--- src/rtl/rv_pkg.sv ---
// Shared types and constants for the RV32I multicycle controller.
package rv_pkg;

  localparam int unsigned WAIT_CNT_W = 8;
  localparam int unsigned PERF_CNT_W = 32;

  // Base opcodes, identical to the values the instruction decoder uses
  localparam logic [6:0] RTYPE = 7'b0110011;
  localparam logic [6:0] ITYPE = 7'b0010011;
  localparam logic [6:0] LOAD  = 7'b0000011;
  localparam logic [6:0] STORE = 7'b0100011;
  localparam logic [6:0] BTYPE = 7'b1100011;
  localparam logic [6:0] LUI   = 7'b0110111;
  localparam logic [6:0] AUIPC = 7'b0010111;
  localparam logic [6:0] JAL   = 7'b1101111;
  localparam logic [6:0] JALR  = 7'b1100111;

  typedef enum logic [2:0] {
    ST_FETCH  = 3'd0,
    ST_DECODE = 3'd1,
    ST_EXEC   = 3'd2,
    ST_MEM    = 3'd3,
    ST_WB     = 3'd4,
    ST_TRAP   = 3'd7
  } state_e;

  typedef enum logic [1:0] {
    PC_PLUS4 = 2'd0,
    PC_IMM   = 2'd1,
    PC_ALU   = 2'd2
  } pc_src_e;

  typedef enum logic [1:0] {
    WB_ALU  = 2'd0,
    WB_LOAD = 2'd1,
    WB_PC4  = 2'd2,
    WB_IMM  = 2'd3
  } wb_sel_e;

  typedef enum logic [1:0] {
    TC_NONE        = 2'd0,
    TC_ILLEGAL     = 2'd1,
    TC_MEM_TIMEOUT = 2'd2
  } trap_cause_e;

  // True for every opcode class the controller knows how to sequence
  function automatic logic is_legal_opcode(input logic [6:0] op);
    case (op)
      RTYPE, ITYPE, LOAD, STORE, BTYPE, LUI, AUIPC, JAL, JALR: is_legal_opcode = 1'b1;
      default:                                                 is_legal_opcode = 1'b0;
    endcase
  endfunction

endpackage

--- src/rtl/rv_mem_wait_timer.sv ---
// Memory wait-cycle counter; flags the cycle whose wait would reach MEM_TIMEOUT.
module rv_mem_wait_timer
  import rv_pkg::*;
#(
  parameter int unsigned MEM_TIMEOUT = 255
) (
  input  logic clk,
  input  logic rst,
  input  logic clr,
  input  logic en,
  output logic timeout_c
);

  logic [WAIT_CNT_W-1:0] cnt_q, cnt_d;

  // Clear has priority over counting a wait cycle
  always_comb begin
    cnt_d = cnt_q;
    if (clr) begin
      cnt_d = '0;
    end else if (en) begin
      cnt_d = cnt_q + WAIT_CNT_W'(1);
    end
  end

  // Counter register
  always_ff @(posedge clk) begin
    if (rst) begin
      cnt_q <= '0;
    end else begin
      cnt_q <= cnt_d;
    end
  end

  // This wait cycle would be the MEM_TIMEOUT-th one without a response
  assign timeout_c = en && (cnt_q == WAIT_CNT_W'(MEM_TIMEOUT - 1));

endmodule

--- src/rtl/rv_multicycle_ctrl.sv ---
// Multicycle control FSM for the RV32I core (fetch/decode/exec/mem/wb + trap).
// Optional performance counters (instret, stall_cnt) with RV_CTRL_PERF_CNT_EN.
module rv_multicycle_ctrl
  import rv_pkg::*;
#(
  parameter int unsigned MEM_TIMEOUT = 255,
  parameter logic [2:0]  RESET_STATE = 3'd0
) (
  input  logic        clk,
  input  logic        rst,
  input  logic [6:0]  opcode,
  input  logic [2:0]  funct3,
  input  logic        br_taken,
  input  logic        mem_ready,
  output logic        mem_req,
  output logic        mem_we,
  output logic        mem_fetch,
  output logic [2:0]  mem_size,
  output logic        ir_we,
  output logic        pc_we,
  output logic [1:0]  pc_src,
  output logic        alu_a_sel,
  output logic        alu_b_sel,
  output logic        reg_we,
  output logic [1:0]  wb_sel,
  output logic [2:0]  state,
  output logic        trap,
  output logic [1:0]  trap_cause
`ifdef RV_CTRL_PERF_CNT_EN
  ,
  output logic [PERF_CNT_W-1:0] instret,
  output logic [PERF_CNT_W-1:0] stall_cnt
`endif
);

  state_e      state_q, state_d;
  logic        trap_q, trap_d;
  trap_cause_e trap_cause_q, trap_cause_d;
  logic        wait_en;
  logic        wait_clr;
  logic        timeout_c;

  // A memory request is outstanding and not answered this cycle
  assign wait_en  = !rst && (state_q == ST_FETCH || state_q == ST_MEM) && !mem_ready;
  assign wait_clr = (state_d != state_q) && (state_d == ST_FETCH || state_d == ST_MEM);

  rv_mem_wait_timer #(
    .MEM_TIMEOUT (MEM_TIMEOUT)
  ) u_wait_timer (
    .clk       (clk),
    .rst       (rst),
    .clr       (wait_clr),
    .en        (wait_en),
    .timeout_c (timeout_c)
  );

  // Next state, trap capture and per-state datapath strobes; all quiet in reset
  always_comb begin
    state_d      = state_q;
    trap_d       = trap_q;
    trap_cause_d = trap_cause_q;
    mem_req      = 1'b0;
    mem_we       = 1'b0;
    mem_fetch    = 1'b0;
    mem_size     = 3'd0;
    ir_we        = 1'b0;
    pc_we        = 1'b0;
    pc_src       = PC_PLUS4;
    alu_a_sel    = 1'b0;
    alu_b_sel    = 1'b0;
    reg_we       = 1'b0;
    wb_sel       = WB_ALU;
    if (!rst) begin
      case (state_q)
        ST_FETCH: begin
          mem_req   = 1'b1;
          mem_fetch = 1'b1;
          if (mem_ready) begin
            ir_we   = 1'b1;
            pc_we   = 1'b1;
            pc_src  = PC_PLUS4;
            state_d = ST_DECODE;
          end else if (timeout_c) begin
            state_d      = ST_TRAP;
            trap_d       = 1'b1;
            trap_cause_d = TC_MEM_TIMEOUT;
          end
        end
        ST_DECODE: begin
          if (is_legal_opcode(opcode)) begin
            state_d = ST_EXEC;
          end else begin
            state_d      = ST_TRAP;
            trap_d       = 1'b1;
            trap_cause_d = TC_ILLEGAL;
          end
        end
        ST_EXEC: begin
          case (opcode)
            RTYPE: begin
              alu_a_sel = 1'b0;
              alu_b_sel = 1'b0;
            end
            ITYPE, LOAD, STORE, JALR: begin
              alu_a_sel = 1'b0;
              alu_b_sel = 1'b1;
            end
            AUIPC, JAL, BTYPE: begin
              alu_a_sel = 1'b1;
              alu_b_sel = 1'b1;
            end
            default: begin
              alu_a_sel = 1'b0;
              alu_b_sel = 1'b0;
            end
          endcase
          if (opcode == BTYPE) begin
            pc_we   = br_taken;
            pc_src  = PC_IMM;
            state_d = ST_FETCH;
          end else if (opcode == LOAD || opcode == STORE) begin
            state_d = ST_MEM;
          end else begin
            state_d = ST_WB;
          end
        end
        ST_MEM: begin
          mem_req  = 1'b1;
          mem_we   = (opcode == STORE);
          mem_size = funct3;
          if (mem_ready) begin
            state_d = (opcode == LOAD) ? ST_WB : ST_FETCH;
          end else if (timeout_c) begin
            state_d      = ST_TRAP;
            trap_d       = 1'b1;
            trap_cause_d = TC_MEM_TIMEOUT;
          end
        end
        ST_WB: begin
          reg_we  = 1'b1;
          state_d = ST_FETCH;
          case (opcode)
            LOAD: wb_sel = WB_LOAD;
            LUI:  wb_sel = WB_IMM;
            JAL: begin
              wb_sel = WB_PC4;
              pc_we  = 1'b1;
              pc_src = PC_IMM;
            end
            JALR: begin
              wb_sel = WB_PC4;
              pc_we  = 1'b1;
              pc_src = PC_ALU;
            end
            default: wb_sel = WB_ALU;
          endcase
        end
        ST_TRAP: begin
          state_d = ST_TRAP;
        end
        default: begin
          state_d = state_e'(RESET_STATE);
        end
      endcase
    end
  end

  // State and sticky trap registers
  always_ff @(posedge clk) begin
    if (rst) begin
      state_q      <= state_e'(RESET_STATE);
      trap_q       <= 1'b0;
      trap_cause_q <= TC_NONE;
    end else begin
      state_q      <= state_d;
      trap_q       <= trap_d;
      trap_cause_q <= trap_cause_d;
    end
  end

  assign state      = state_q;
  assign trap       = trap_q;
  assign trap_cause = trap_cause_q;

`ifdef RV_CTRL_PERF_CNT_EN
  logic [PERF_CNT_W-1:0] instret_q, instret_d;
  logic [PERF_CNT_W-1:0] stall_cnt_q, stall_cnt_d;

  // Retire on every return to FETCH; stall on every unanswered request cycle
  always_comb begin
    instret_d   = instret_q;
    stall_cnt_d = stall_cnt_q;
    if (!rst && state_q != ST_FETCH && state_q != ST_TRAP && state_d == ST_FETCH) begin
      instret_d = instret_q + PERF_CNT_W'(1);
    end
    if (wait_en) begin
      stall_cnt_d = stall_cnt_q + PERF_CNT_W'(1);
    end
  end

  // Performance counter registers
  always_ff @(posedge clk) begin
    if (rst) begin
      instret_q   <= '0;
      stall_cnt_q <= '0;
    end else begin
      instret_q   <= instret_d;
      stall_cnt_q <= stall_cnt_d;
    end
  end

  assign instret   = instret_q;
  assign stall_cnt = stall_cnt_q;
`endif

endmodule
--- config.mk ---
export PLATFORM = sky130hd
export DESIGN_NAME = rv_multicycle_ctrl
export DESIGN_NICKNAME = d
export VERILOG_FILES = /design/src/rtl/rv_pkg.sv /design/src/rtl/rv_mem_wait_timer.sv /design/src/rtl/rv_multicycle_ctrl.sv
export SDC_FILE = /design/constraint.sdc
export NUM_CORES = 1
export LEC_CHECK = 0
export ABC_AREA = 1
export CELL_PAD_IN_SITES_DETAIL_PLACEMENT = 1
export CELL_PAD_IN_SITES_GLOBAL_PLACEMENT = 1
export CORE_MARGIN = 2
export CORE_UTILIZATION = 34
export DETAILED_ROUTE_END_ITERATION = 10
export PLACE_DENSITY = 0.84
export SYNTH_ARGS = -nofsm -noshare
export SYNTH_HDL_FRONTEND = slang
export SYNTH_SLANG_ARGS = --single-unit
export TNS_END_PERCENT = 30
--- constraint.sdc ---
create_clock -name clk -period 4.5 [get_ports clk]
set_input_delay 0.9 -clock clk [delete_from_list [all_inputs] [get_ports clk]]
set_output_delay 0.9 -clock clk [all_outputs]
set_load 0.005 [all_outputs]
Word level (Yosys, flattened, before mapping) --
Cells that the tools add are included.
Word-level totals: bits in registers 14, latch bits 0, bits in writable memories 0, ROM bits 0, bits of input ports 14, output and inout port bits 21, word-level logic and storage cells 94, memories kept 0
Cells by class: add/sub/neg operators 1, multipliers 0, divide/modulo/power cells 0, $lt $le $gt $ge 0, eq/ne operators 20, shift operators 0, muxes and demuxes 50, bitwise logic cells 0, reductions and logical operators 19
Operators with widths (count):
- 3-bit two-way mux | 10
- 1-bit two-way mux | 27
- 7-bit by 6-bit equality test with 1-bit output (second input constant) | 3
- 7-bit equality test (second input constant) | 3
- 3-bit case mux with 5 select lines | 1
- 7-bit by 5-bit equality test with 1-bit output (second input constant) | 2
- 2-bit two-way mux | 6
- 2-bit case mux with 2 select lines | 3
- 3-bit by 2-bit equality test with 1-bit output (second input constant) | 3
- 9-bit OR reduction | 1
- 8-bit by 1-bit adder with 8-bit output (second input constant) | 1
- 8-bit equality test (second input constant) | 1
- 7-bit by 2-bit equality test with 1-bit output (second input constant) | 1
- 7-bit OR reduction | 1
- 3-bit equality test (second input constant) | 2
- 3-bit logical NOT | 2
- 2-bit case mux with 3 select lines | 1
- 2-bit OR reduction | 3
- 1-bit logical AND | 4
- 2-bit inequality test (second input constant) | 2
- 4-bit AND reduction | 1
- 3-bit by 1-bit equality test with 1-bit output (second input constant) | 1
- 1-bit logical OR | 3
- 3-bit inequality test | 1
- other kinds (6) | 7

Depth between registers and ports, before layout --
Gate-level depths: netlist of run 1.
depth in word-level cells 13, gate-level depth with buffers 15, gate-level depth less buffers 15

Hierarchy --
From an unflattened synthesis of run 1, not the netlist that was laid out.
Second synthesis, totals: cells, all modules 199, area total of the unflattened synthesis 1173.6 um^2
By module, submodules not included:
- rv_multicycle_ctrl | times used 1, cells an instance 145, area an instance 784.5 um^2, seq. area each 120.1 um^2
- rv_mem_wait_timer | times used 1, cells an instance 54, area an instance 389.1 um^2, seq. area each 160.2 um^2

Worst setup path after synthesis of run 1 --
OpenSTA, ideal clock, no wires.
kind in2out, start input opcode[4], end output pc_src[0], arrival 1565 ps, data required time 3600 ps, setup slack 2035 ps, cell stages on the path 7, buffers on the path 0, path through inv_1 -> nand3_2 -> nor2_1 -> inv_1 -> nor2_1 -> nand2_1 -> a21oi_1
On the way: cells in the longest elaborated chain, start to end 4, elaborated cells on any way between the ends 7, classes of those cells eq/ne: 3; mux: 4
RTL lines:
- start: declaration | RTL line rv_multicycle_ctrl.sv:11 | input logic [6:0] opcode,
- 7-bit equality test (on tied branches) | RTL line rv_multicycle_ctrl.sv:142, rv_multicycle_ctrl.sv:117
- 2-bit case mux with 2 select lines / 1-bit two-way mux (equally long branches) | RTL line rv_multicycle_ctrl.sv:142, rv_multicycle_ctrl.sv:117
- 2-bit case mux with 2 select lines * | RTL line rv_multicycle_ctrl.sv:74 | case (state_q)
- 2-bit two-way mux * | RTL line rv_multicycle_ctrl.sv:73 | if (!rst) begin
- end: declaration | RTL line rv_multicycle_ctrl.sv:21 | output logic [1:0] pc_src,
Every way passes the cells marked *; elsewhere a longest branch is shown, timed or not.

Worst setup path after layout of run 1 --
start input opcode[5], end output pc_src[0]
The elaborated chain is that of the path after synthesis.

==> run_results.csv, run 1 <==
group,metric,value,unit
status,status,"finished clean",
logic_synthesis,synth-seq-cells,14,
sta,worst_pin_slew,0.4347,ns
critical_path,criticalPathCategory,"input pin to output port",
die,initial_core_util,0.3547,
logic_synthesis,synth_area_per_cell,6.230,µm²
global_route,gr-total-overflow,0,
routing,via_per_inst,4.579,
sta,hold_violations,0,
job,drv_cap,0,
global_route,grt_pass1_wl,5.727,mm
placement,numPortBuffers,34,
sta,rsz0062_at_grt,"no",
pwr,p_clk_frac,0.185,
routing,final_antenna_net_count,0,
routing,drt_iter0_drc,30,
sta,relSlewSlack,0.7093,
routing,dr_wl_met3,170,µm
critical_path,end_kind,"output port",
routing,wl,3.234,mm
pwr,p_leak,0.7310,nW
critical_path,critical_path.startpoint_type,"input pin",
critical_path,crit_arrival,2.80,ns
pwr,power_density,321.9,nW/µm²
die,io_pins,35,
logic_synthesis,synth.net_count,206,
worst_hold_path,holdCritPathClass,"flop to flop",
sta,slew_viol_final,0,
cts,insertion_delay,0.29,ns
logic_synthesis,seq_area_frac_synth,0.2368,
cts,tritoncts,"yes",
die,die_x,63,µm
sta,period_minus_slack,3.698,ns
pwr,combPwrFrac,0.507,
routing,wl_per_cell,11.85,µm
logic_synthesis,yosysWarningCount,0,
cts,cts_max_level,1,
pwr,ir_drop,0.2158,mV
logic_synthesis,synth_cell_types,25,
layout,finalNetCount,244,
sta,setup_violations,0,
layout,final_layout_size_suffix_gt1_frac,0.1322,
cts,post-cts-setup-buffers,0,
sta,period_share,0.8217,
sta,fin_skew,0.001744,ns
global_route,grt_use_total,0.1781,
global_route,grt_max_degree,12,
pwr,intPower,0.3016,mW
routing,wl_met2,1.392,mm
routing,vias,1250,
global_route,grt_pass1_vias,1265,
critical_path,cp_max_fo,5,
sta,fmax,270.4,MHz
cts,cts.clk_slew.worst_paths,0.09,ns
cts,cts_hold_buf,0,
cts,cts_buffers,3,
routing,top_layer_used,"met4",
cts,cts_root_buf,"clkbuf_4",
placement,placed_cells,269,
cts,cts_resized,0,
logic_synthesis,syn-cell-area,1184,µm²
routing,first_pass_iters,4,
critical_path,worstPathRequired,3.60,ns
pwr,sequentialPowerShare,0.309,
layout,syn2layout_area_growth,36.36,%
layout,antennaDiodeCount,0,
pwr,sw_frac_of_total,0.4194,
cts,cts_sinks,14,
routing,wl_met1,1.609,mm
layout,final_cells,273,
logic_synthesis,synthCells,190,
die,die_y,63,µm
placement,place_hpwl,2.631,mm
cts,cts_buffer_depth,2,
die,die_area,3969,µm²
routing,drc_errors,0,
die,core_area,3337,µm²
placement,gp_congestion,0.8336,
pwr,switchingPower,0.2179,mW
die,num_rows,21,
sta,tns,0,ns
global_route,antenna_found_initial,0,
state kept, by name, summed over array words and instances, names as in the netlist:
signal              flops
state                   3
trap                    1
trap_cause              2
u_wait_timer.cnt_q      8
synth_stat cells (all sizes together):
master | n | area share
a22o | 1 | 0.0074
nor2 | 44 | 0.18
inv | 39 | 0.12
clkbuf | 1 | 0.0032
nand2 | 44 | 0.17
nand3 | 17 | 0.11
xor2 | 4 | 0.030
nor3 | 5 | 0.021
ha | 2 | 0.021
o21ai | 5 | 0.024
a21oi | 9 | 0.038
nand4 | 1 | 0.0053
o31ai | 1 | 0.0063
dfxtp | 14 | 0.24
xnor2 | 3 | 0.029
power by group through the flow:
| stage | sequential, mW | clock (mW) | combinational, mW |
|---|---|---|---|
| 2_1_floorplan | 0.160 | 0 | 0.162 |
| 3_3_place_gp | 0.162 | 0 | 0.259 |
| 3_5_place_dp | 0.163 | 0 | 0.261 |
| 4_1_cts | 0.161 | 0.0991 | 0.265 |
| 5_1_grt | 0.163 | 0.104 | 0.297 |
| 6_report | 0.160 | 0.0959 | 0.263 |
cell type report:
| type | instances | area, µm² |
|---|---|---|
| Clock buffer | 4 | 36.28 |
| Tap cell | 46 | 57.56 |
| Inverter | 39 | 146.4 |
| Multi-Input combinational cell | 136 | 753.2 |
| Timing Repair Buffer | 34 | 340.3 |
| Fill cell | 462 | 1723 |
| Sequential cell | 14 | 280.3 |
logic make-up after synthesis:
family,Yosys count,share of synthesized area
flip-flops,14,0.2368
XOR/XNOR,7,0.05814
buffers and inverters,40,0.1268
AO/OA/AOI/OAI,16,0.07610
adder cells (fa/ha/maj),2,0.02114
AND/OR/NAND/NOR,111,0.4810
layout by cell type (no fill, tap or decap), types with 4 or more instances in the layout:
cell / synthesis / layout
inv_1: 38 / 38
nand2_4: 4 / 4
nor2_2: 9 / 9
a21oi_1: 9 / 9
dfxtp_1: 14 / 14
clkdlybuf4s50_1: 0 / 34
nor2_1: 32 / 32
nand3_1: 11 / 11
xor2_1: 4 / 4
nor3_1: 5 / 5
nand2_1: 39 / 39
nand3_2: 4 / 4
per-layer routing:
| layer | global-route usage | up-vias |
|---|---|---|
| met5 | 0 | - |
| met4 | 0.06944 | 0 |
| met3 | 0.03964 | 7 |
| met2 | 0.2739 | 33 |
| met1 | 0.2404 | 558 |
| li1 | - | 652 |
per-stage QoR:
stage / setup slack, ns / hold WS, ns / instance area (µm²) / utilization / total power [mW]
global route: 0.6168 / 0.5080 / 1614 / 0.4837 / 0.5632
detailed placement: 0.7928 / 0.4533 / 1578 / 0.4728 / 0.4240
CTS: 0.7882 / 0.4685 / 1614 / 0.4837 / 0.5250
floorplan: 2.035 / 0.4466 / 1184 / - / 0.3224
finish: 0.8022 / 0.4601 / 1614 / 0.4837 / 0.5196
global placement: 0.8274 / 0.4478 / 1578 / 0.4728 / 0.4217
path summary, 6_finish.rpt:
kind | start | endpoint | slack [ns] | depth (start not counted)
worst min-delay path | trap$_SDFFE_PP0P_ | trap$_SDFFE_PP0P_ | 0.46 | 2
worst max-delay path | opcode[5] | pc_src[0] | 0.80 | 8
worst max register to register | state[0]$_SDFF_PP0_ | u_wait_timer.cnt_q[5]$_SDFFE_PP0P_ | 2.64 | 12
worst min register to register | trap$_SDFFE_PP0P_ | trap$_SDFFE_PP0P_ | 0.46 | 2
critical path: stages:
cell and delay, ns:
clkdlybuf4s50_1 0.56, nand3_2 0.13, nor2_1 0.25, inv_1 0.09, nor2_1 0.14, nand2_1 0.07, a21oi_1 0.13, clkdlybuf4s50_1 0.53
(Power assumes the default switching activity.)
==> run 2, diff against run 1 <==
- CORE_UTILIZATION: 34 -> 29
- PLACE_DENSITY: 0.84 -> 0.76
- clock period: 4.5 -> 3.2 ns (I/O delays scaled with it)
==> run_results.csv, run 2 (synthesis results as in run 1) <==
group,metric,value,unit
status,status,"finished clean",
cts,insertion_delay,0.25,ns
critical_path,end_kind,"output port",
layout,final_area,1657,µm²
layout,antennaDiodeCount,0,
die,initial_core_util,0.2980,
sta,rsz0062_at_grt,"no",
sta,tns,0,ns
die,num_rows,23,
layout,largest_register_ffs,8,
layout,final_layout_size_suffix_gt1_frac,0.1441,
sta,worst_pin_slew,0.3350,ns
global_route,antenna_found_initial,0,
layout,final_common_cell,"nand2_1",
cts,tritoncts,"yes",
global_route,grt_max_degree,9,
routing,via_per_inst,4.416,
routing,final_antenna_net_count,0,
critical_path,critPathSlowestCell,"clkdlybuf4s50_1",
die,core_area,3971,µm²
routing,vias,1232,
pwr,ir_drop,0.3956,mV
routing,first_pass_iters,4,
layout,final_cell_mix,"nand2_1 (39), inv_1 (38), clkdlybuf4s50_1 (33)",
die,die_area,4608,µm²
sta,period_minus_slack,3.013,ns
placement,placed_cells,276,
cts,cts_max_level,1,
die,die_y,67.89,µm
placement,place_hpwl,2.709,mm
die,io_pins,35,
cts,cts_buffer_depth,2,
cts,cts_buffers,3,
layout,regMostFlops,"u_wait_timer.cnt_q",
global_route,gr-total-overflow,0,
sta,relSlewSlack,0.7760,
pwr,power_density,452.2,nW/µm²
layout,n_fill_cell,547,
critical_path,crit_arrival,2.37,ns
routing,wl_per_cell,11.46,µm
sta,setup_violations,0,
sta,fmax,331.9,MHz
layout,utilization,0.4171,
sta,fin_skew,0.0009454,ns
sta,hold_violations,0,
cts,cts_sinks,14,
cts,cts.clk_slew.worst_paths,0.06,ns
critical_path,cpPeakStageDelay,0.48,ns
critical_path,crit_chain,"clkdlybuf4s50_1 > nand2_1 > inv_1 > nand2_1 > nor2_4 > inv_1 > o21ai_1 > o21ai_0 > inv_1 > clkdlybuf4s50_1",
die,die_x,67.89,µm
placement,gp_congestion,0.8505,
global_route,grt_pass1_wl,5.271,mm
job,drv_cap,0,
routing,drt_iter0_drc,47,
layout,multiInputGateArea,760.7,µm²
sta,slew_viol_final,0,
layout,seq_area,280.3,µm²
critical_path,criticalPathCategory,"input pin to output port",
critical_path,critical_path.startpoint_type,"input pin",
pwr,p_leak,0.7559,nW
worst_hold_path,holdCritPathClass,"flop to flop",
placement,place_area,1605,µm²
routing,wl,3.197,mm
global_route,grt_pass1_vias,1180,
critical_path,critPathMostFrequentCell,"inv_1",
cts,cts_root_buf,"clkbuf_8",
critical_path,cp_max_fo,5,
critical_path,worstPathRequired,2.56,ns
routing,drc_errors,0,
sta,period_share,0.9417,
global_route,grt_use_total,0.1515,
placement,numPortBuffers,34,
layout,final_cells,279,
layout,syn2layout_area_growth,39.96,%
layout,finalNetCount,247,
run 2: layout make-up:
class / instances / share of cell area
inverters: 39 / 0.08837
well taps: 50 / 0.03776
multi-input cells: 136 / 0.4592
clock buffers: 3 / 0.02492
flip-flops and latches: 14 / 0.1692
repair buffers: 37 / 0.2205
run 2: power breakdown:
part	internal (mW)	total (mW)	switching, mW
Sequential	0.198	0.224	0.0261
Clock	0.0837	0.152	0.0680
Combinational	0.160	0.374	0.214
run 2: per-stage QoR:
step | total power, mW | hold WS [ns] | setup slack [ns]
2_1_floorplan | 0.4534 | 0.4466 | 1.255
3_3_place_gp | 0.5985 | 0.4387 | 0.2271
3_5_place_dp | 0.6033 | 0.4402 | 0.1475
4_1_cts | 0.7583 | 0.4494 | 0.1454
5_1_grt | 0.8089 | 0.4703 | 0.01079
6_report | 0.7492 | 0.4455 | 0.1867
run 2: layer usage:
metal / track usage / share of wire
met5: 0 / 0
met1: 0.2020 / 0.51
met3: 0.04112 / 0.056
met2: 0.2426 / 0.42
met4: 0.03750 / 0.0075
run 2: final timing paths:
path                                           start                                  to  slack [ns]  cells past startpoint
hold / removal                     trap$_SDFFE_PP0P_                   trap$_SDFFE_PP0P_        0.45                      2
hold reg to reg                    trap$_SDFFE_PP0P_                   trap$_SDFFE_PP0P_        0.45                      2
setup reg to reg  u_wait_timer.cnt_q[0]$_SDFFE_PP0P_  u_wait_timer.cnt_q[5]$_SDFFE_PP0P_        1.36                     13
setup / recovery                           opcode[1]                           alu_a_sel        0.19                     10
run 2: critical path, delay by kind of cell:
kind	cells	cell delay, ns
AND/OR/NAND/NOR	3	0.32
buffers and inverters	5	1.15
AO/OA/AOI/OAI	2	0.26
run 2: what timing repair did:
action	in CTS	in global routing
setup buffers	0	0
resized for setup	0	3
endpoints found under the setup margin	0	3
hold buffers	0	0
==> run 3, diff against run 2 <==
- CAP_MARGIN: unset -> 20
- CORE_UTILIZATION: 29 -> 34
- PLACE_DENSITY: 0.76 -> 0.84
- REMOVE_ABC_BUFFERS: unset -> 1
- clock period: 3.2 -> 3.6 ns (I/O delays scaled with it)
==> run_results.csv, run 3 (synthesis results as in run 1) <==
group,metric,value,unit
die,die_area,3969,µm²
cts,tritoncts,"yes",
global_route,antenna_found_initial,0,
cts,post-cts-setup-buffers,0,
layout,antennaDiodeCount,0,
sta,fmax,303.9,MHz
die,die_y,63,µm
layout,final_common_cell,"nand2_1",
cts,cts_buffer_depth,2,
die,initial_core_util,0.3547,
worst_hold_path,holdCritPathClass,"flop to flop",
pwr,p_leak,0.7287,nW
global_route,gr-total-overflow,0,
critical_path,rr_endpoint,"u_wait_timer.cnt_q[7]$_SDFFE_PP0P_",
critical_path,worstPathRequired,2.88,ns
critical_path,end_kind,"output port",
global_route,grt_pass1_vias,1267,
global_route,grt_max_degree,10,
pwr,power_density,382.9,nW/µm²
sta,hold_violations,0,
sta,period_share,0.9142,
routing,vias,1277,
placement,numPortBuffers,34,
sta,setup_violations,0,
cts,cts_sinks,14,
critical_path,reg2regPathDepth,12,
worst_hold_path,worstHoldPathCells,2,
cts,cts.clk_slew.worst_paths,0.08,ns
sta,period_minus_slack,3.291,ns
pwr,ir_drop,0.2588,mV
critical_path,crit_arrival,2.57,ns
cts,cts_resized,0,
die,die_x,63,µm
cts,cts_root_buf,"clkbuf_4",
layout,syn2layout_area_growth,35.83,%
layout,largest_register_ffs,8,
worst_hold_path,min_to,"trap$_SDFFE_PP0P_",
sta,tns,0,ns
die,core_area,3337,µm²
job,drv_cap,0,
critical_path,critical_path.startpoint_type,"input pin",
global_route,grt_pass1_wl,5.685,mm
cts,cts_buffers,3,
placement,place_hpwl,2.704,mm
critical_path,r2r_start,"state[0]$_SDFF_PP0_",
routing,drt_iter0_drc,39,
die,io_pins,35,
global_route,grt_use_total,0.1731,
layout,final_layout_size_suffix_gt1_frac,0.1322,
sta,slew_viol_final,0,
critical_path,cp_max_fo,5,
critical_path,criticalPathCategory,"input pin to output port",
sta,worst_pin_slew,0.3313,ns
sta,rsz0062_at_grt,"no",
cts,cts_hold_buf,0,
status,status,"finished clean",
critical_path,reg2reg_slack,1.73,ns
die,num_rows,21,
layout,final_cell_mix,"nand2_1 (39), inv_1 (38), clkdlybuf4s50_1 (34)",
sta,relSlewSlack,0.7789,
layout,finalNetCount,245,
routing,wl,3.188,mm
cts,insertion_delay,0.27,ns
routing,wl_per_cell,11.68,µm
routing,first_pass_iters,4,
cts,cts_max_level,1,
sta,worst_hold_slack,0.4571,ns
layout,regMostFlops,"u_wait_timer.cnt_q",
placement,gp_congestion,0.7836,
routing,drc_errors,0,
worst_hold_path,min-delay-start,"trap$_SDFFE_PP0P_",
routing,final_antenna_net_count,0,
routing,via_per_inst,4.678,
sta,fin_skew,0.001496,ns
[run 3: final cells by class]
cell class                 count  area (µm²)
clock buffer                   3       22.52
multi-input combinational    136       753.2
fill                         453        1729
sequential                    14       280.3
tap                           46       57.56
inverter                      39       146.4
timing repair buffer          35       347.8
[run 3: worst max-delay path by stage]
| stage | startpoint | depth (start not counted) | to |
|---|---|---|---|
| detailed placement | opcode[5] | 8 | pc_src[0] |
| CTS | opcode[5] | 8 | pc_src[0] |
| floorplan | opcode[4] | 7 | pc_src[0] |
| global placement | opcode[5] | 8 | pc_src[0] |
| finish | opcode[5] | 8 | pc_src[0] |
| global route | opcode[5] | 8 | pc_src[0] |
[run 3: critical path, cell delays in order]
cell,delay [ns]
clkdlybuf4s50_1,0.56
nand3_2,0.13
nor2_1,0.23
inv_1,0.09
nor2_1,0.12
nand2_1,0.07
a21oi_1,0.14
clkdlybuf4s50_1,0.52
[run 3: layer usage]
layer	vias up	wire length, µm	track usage	part of all wire
met5	-	0	0	0
met4	0	17	0.03333	0.0053
met3	2	152	0.03964	0.048
met2	34	1428	0.2872	0.45
met1	589	1589	0.2293	0.50
li1	652	-	-	-
[run 3: power breakdown]
group          switching (mW)  leakage (nW)  internal (mW)
sequential             0.0244         0.114          0.175
combinational           0.187         0.601          0.141
clock                  0.0490        0.0138         0.0387
total                   0.261         0.729          0.355
[run 3: through the flow]
stage | std cells | power [mW] | cell area (µm²) | setup WS (ns) | utilization
3_5_place_dp | 270 | 0.5322 | 1585 | 0.3041 | 0.4751
6_report | 273 | 0.6156 | 1608 | 0.3090 | 0.4818
3_3_place_gp | 270 | 0.5279 | 1585 | 0.3449 | 0.4751
4_1_cts | 273 | 0.6219 | 1608 | 0.2969 | 0.4818
5_1_grt | 273 | 0.6716 | 1608 | 0.1442 | 0.4818
2_1_floorplan | 189 | 0.4018 | 1180 | 1.495 | -
==> variant 1, RTL diff (config.mk and constraints of run 2) <==
The package constant `WAIT_CNT_W` goes from 8 to 12.
--- a/src/rtl/rv_pkg.sv
+++ b/src/rtl/rv_pkg.sv
@@ -1,7 +1,7 @@
 // Shared types and constants for the RV32I multicycle controller.
 package rv_pkg;
 
-  localparam int unsigned WAIT_CNT_W = 8;
+  localparam int unsigned WAIT_CNT_W = 12;
   localparam int unsigned PERF_CNT_W = 32;
 
   // Base opcodes, identical to the values the instruction decoder uses
Formal check against the unedited RTL: same outputs for any inputs over 10 cycles, from zero or initial values and one cycle with rst high; that may be too few to reach the edited logic, so the function may still have changed.
==> variant 1 against run 2 <==
Clock power up 23%; cell area is 12% higher; sequential cell count rose by 4; worst setup slack worse by 0.090 ns; synthesized area grew 16%; final cell count up 6.8%; routed wire length increased by 13%; power grew 2.8%; clock skew is 0.0034 ns higher; combinational power down 17%; count of clock-buffer cells in the layout rose by 1; sequential share of layout area is 2.6 points higher; fmax shrank 2.9%; critical path depth fell by 2; highest routed layer unchanged.
==> variant 1: results <==
[synthesis]
synth-seq-area-share = 0.263
synth_nets = 221
yosysUniqueCellTypes = 28
synth_top_cells_by_count = inv_1, nor2_1, nand2_1
synth_xor_area_frac = 0.0575
synth_fa_ha_area_frac = 0.0183

[power]
switching_share = 0.368
pg_comb_mw = 0.312

[cells_and_area]
buffer_area_frac = 0.196
fillers = 618
clock_area_frac = 0.0298
n_clock_buffer = 4
multi_input_area_share = 0.450
finalNetCount = 261
largest_reg_flops = 12
drive_gt1_frac = 0.172
num-multi-input-gates = 141

[critical_path]
r2r-start = state[0]
crit_fanout = 3
r2r_slack_ns = 1.17
cp.arrival_ns = 2.46

[drt]
route.met2.wl_microns = 1690
wl_met1_microns = 1730
vias = 1389
wl_met3_microns = 158

[placed_design]
gp_congestion = 0.853
dp_hpwl_microns = 2970

[grt]
grt_use_total = 0.147
grt_pass1_wl_microns = 6270

[timing]
holdWs_ns = 0.467

[run_status]
status = complete, no violations

[cts]
cts.sinks = 18

[min_path]
hold_end = trap_cause[0]
-- variant 1: cell types whose count changed after synthesis, sizes merged, moves of 2 or more --
cell | run 2 | this run
nor3 | 5 | 3
dfxtp | 14 | 18
o21ai | 5 | 8
a31oi | 0 | 3
nor2 | 44 | 50
nand4 | 1 | 4
nand2 | 44 | 30
nand3 | 17 | 24
inv | 39 | 43
xnor2 | 3 | 0
xor2 | 4 | 9
a21oi | 9 | 5
-- variant 1: metal layers --
| metal | vias up | global-route usage |
|---|---|---|
| met5 | - | 0 |
| met4 | 0 | 0.0247 |
| met3 | 4 | 0.0331 |
| met2 | 27 | 0.235 |
| met1 | 644 | 0.205 |
| li1 | 714 | - |
-- variant 1: metrics by stage --
stage / power (mW) / instances / setup WS, ns
2_1_floorplan: 0.472 / 205 / 1.28
3_3_place_gp: 0.584 / 294 / 0.122
3_5_place_dp: 0.589 / 294 / 0.0953
4_1_cts: 0.784 / 298 / 0.0941
5_1_grt: 0.825 / 298 / 0.00697
6_report: 0.770 / 298 / 0.0962
==> variant 2, RTL diff (flow settings as in run 2) <==
Without the edit above. Build with the macro `RV_CTRL_PERF_CNT_EN` defined.
--- a/src/rtl/rv_multicycle_ctrl.sv
+++ b/src/rtl/rv_multicycle_ctrl.sv
@@ -1,5 +1,7 @@
 // Multicycle control FSM for the RV32I core (fetch/decode/exec/mem/wb + trap).
 // Optional performance counters (instret, stall_cnt) with RV_CTRL_PERF_CNT_EN.
+`define RV_CTRL_PERF_CNT_EN
+
 module rv_multicycle_ctrl
   import rv_pkg::*;
 #(
Function (old outputs only; new: instret and stall_cnt): kept (Yosys induction, for registers that start in step).
==> variant 2 against run 2 <==
Power grew to 3.5 times the old value; cell area grew to 3.8 times the old value; synthesized area grew to 4.1 times the old value; sequential cell count is 64 higher; routed wire length grew to 4.7 times the old value; non-clock buffer count is 71 higher; count of clock-buffer cells in the layout is 9 higher; worst setup slack worse by 0.034 ns.
==> variant 2: results <==
[critical_path]
slowest_stage = clkdlybuf4s50_1
r2r-start = state[0]
cp.arrival_ns = 2.41
crit_fanout = 4
slowest_delay_ns = 0.50
r2r_slack_ns = 0.77
worstReg2RegEnd = instret[31]
r2r_cells = 13

[grt]
grt_pass1_vias = 5039
grt_pass1_wl_microns = 25600
grt_use_total = 0.177
grt_max_degree = 34
antenna_found_initial = 0

[cells_and_area]
drive_gt1_frac = 0.0799
fillers = 2080
finalNetCount = 815
finalNonFillerCells = 1021
num_antenna_cells = 0

[synthesis]
synth_nets = 720
synth_top_cells_by_count = nand2_1, nor2_1, dfxtp_1, inv_1, a21oi_1
synth_top_area_share = 0.324
synth.area.top_cells = dfxtp_1, nand2_1, nand4_1
synth-async-reset-ratio = 0
synth-seq-area-share = 0.324
syn-mean-instance-area_sq_um = 6.86
synth_ff_type = dfxtp_1
yosysUniqueCellTypes = 42
yosys_warnings = 0

[cts]
post_cts_buffers = 0
clkTransAtPathRegs_ns = 0.06
cts_made_buffers = 9
root_buffer = clkbuf_16
htree_levels = 3
insertion_delay_ns = 0.34
clk_path_buf_depth = 2

[placed_design]
dp_hpwl_microns = 11300
port-buffer-count = 98
gp_congestion = 0.795

[min_path]
min-delay-start = stall_cnt[31]
worstHoldPathCells = 1
hold_end = stall_cnt[31]
hold_path_class = reg -> reg

[drt]
wl_per_cell_microns = 14.7
firstDrtPassIters = 4
drt_iter0_drc = 204
drt-vias-per-instance = 4.89

[power]
vdd_drop_max_v = 0.000274
p_int_mw = 1.75
leakage_nw = 2.23

[timing]
tightest_slew_ns = 0.588
clock_skew_ns = 0.00738

[run_status]
status = complete, no violations
## variant 2: layer usage
layer,share of wire,vias to the layer above,GRT usage
met4,0.012,0,0.0472
met2,0.47,76,0.291
met5,0,-,0
met3,0.037,16,0.0383
met1,0.48,2364,0.235
li1,-,2533,-
## variant 2: cell type report
| type | count | share of cell area |
|---|---|---|
| clock buffers | 12 | 0.0394 |
| clock inverters | 3 | 0.00340 |
| inverters | 81 | 0.0486 |
| multi-input cells | 519 | 0.447 |
| flip-flops and latches | 78 | 0.249 |
| well taps | 220 | 0.0440 |
| repair buffers | 108 | 0.169 |
## variant 2: how the worst max path moves through the flow
| stage | startpoint | endpoint | cells past startpoint |
|---|---|---|---|
| 2_1_floorplan | opcode[1] | instret[13] | 13 |
| 3_3_place_gp | opcode[4] | pc_src[0] | 9 |
| 3_5_place_dp | opcode[4] | alu_b_sel | 9 |
| 4_1_cts | opcode[4] | alu_b_sel | 9 |
| 5_1_grt | opcode[6] | alu_a_sel | 10 |
| 6_report | opcode[6] | pc_we | 10 |
## variant 2: cells by family after synthesis
kind of cell,after synthesis,share of synthesized area
simple gates,382,0.386
buf+inv,105,0.0962
compound gates,91,0.107
flops,78,0.324
xor+xnor,42,0.0764
fa+ha+maj,4,0.0104
## variant 2: critical path: cells and delay by family
family	cells	cell delay, ns
buffers and inverters	5	1.19
and+or+nand+nor	5	0.57
## variant 2: repair_timing
item                       4_1_cts  5_1_grt
hold buffers                     0        0
gates resized for setup          0        3
setup endpoints to repair        0        2
## variant 2: power groups by stage
| stage | clock network, mW | registers (mW) | logic (mW) |
|---|---|---|---|
| floorplan | 0 | 1.05 | 0.446 |
| global placement | 0 | 1.07 | 0.609 |
| detailed placement | 0 | 1.07 | 0.623 |
| CTS | 0.973 | 1.05 | 0.627 |
| global route | 1.02 | 1.05 | 0.694 |
| finish | 0.949 | 1.05 | 0.623 |
## variant 2: stage by stage
stage	area (sq um)	hold WS (ns)	worst slack (ns)	util
3_3_place_gp	5990	0.437	0.113	0.365
6_report	6260	0.447	0.152	0.382
5_1_grt	6260	0.487	0.0439	0.382
4_1_cts	6260	0.455	0.0709	0.381
3_5_place_dp	5990	0.445	0.0698	0.365
2_1_floorplan	4810	0.446	1.06	-
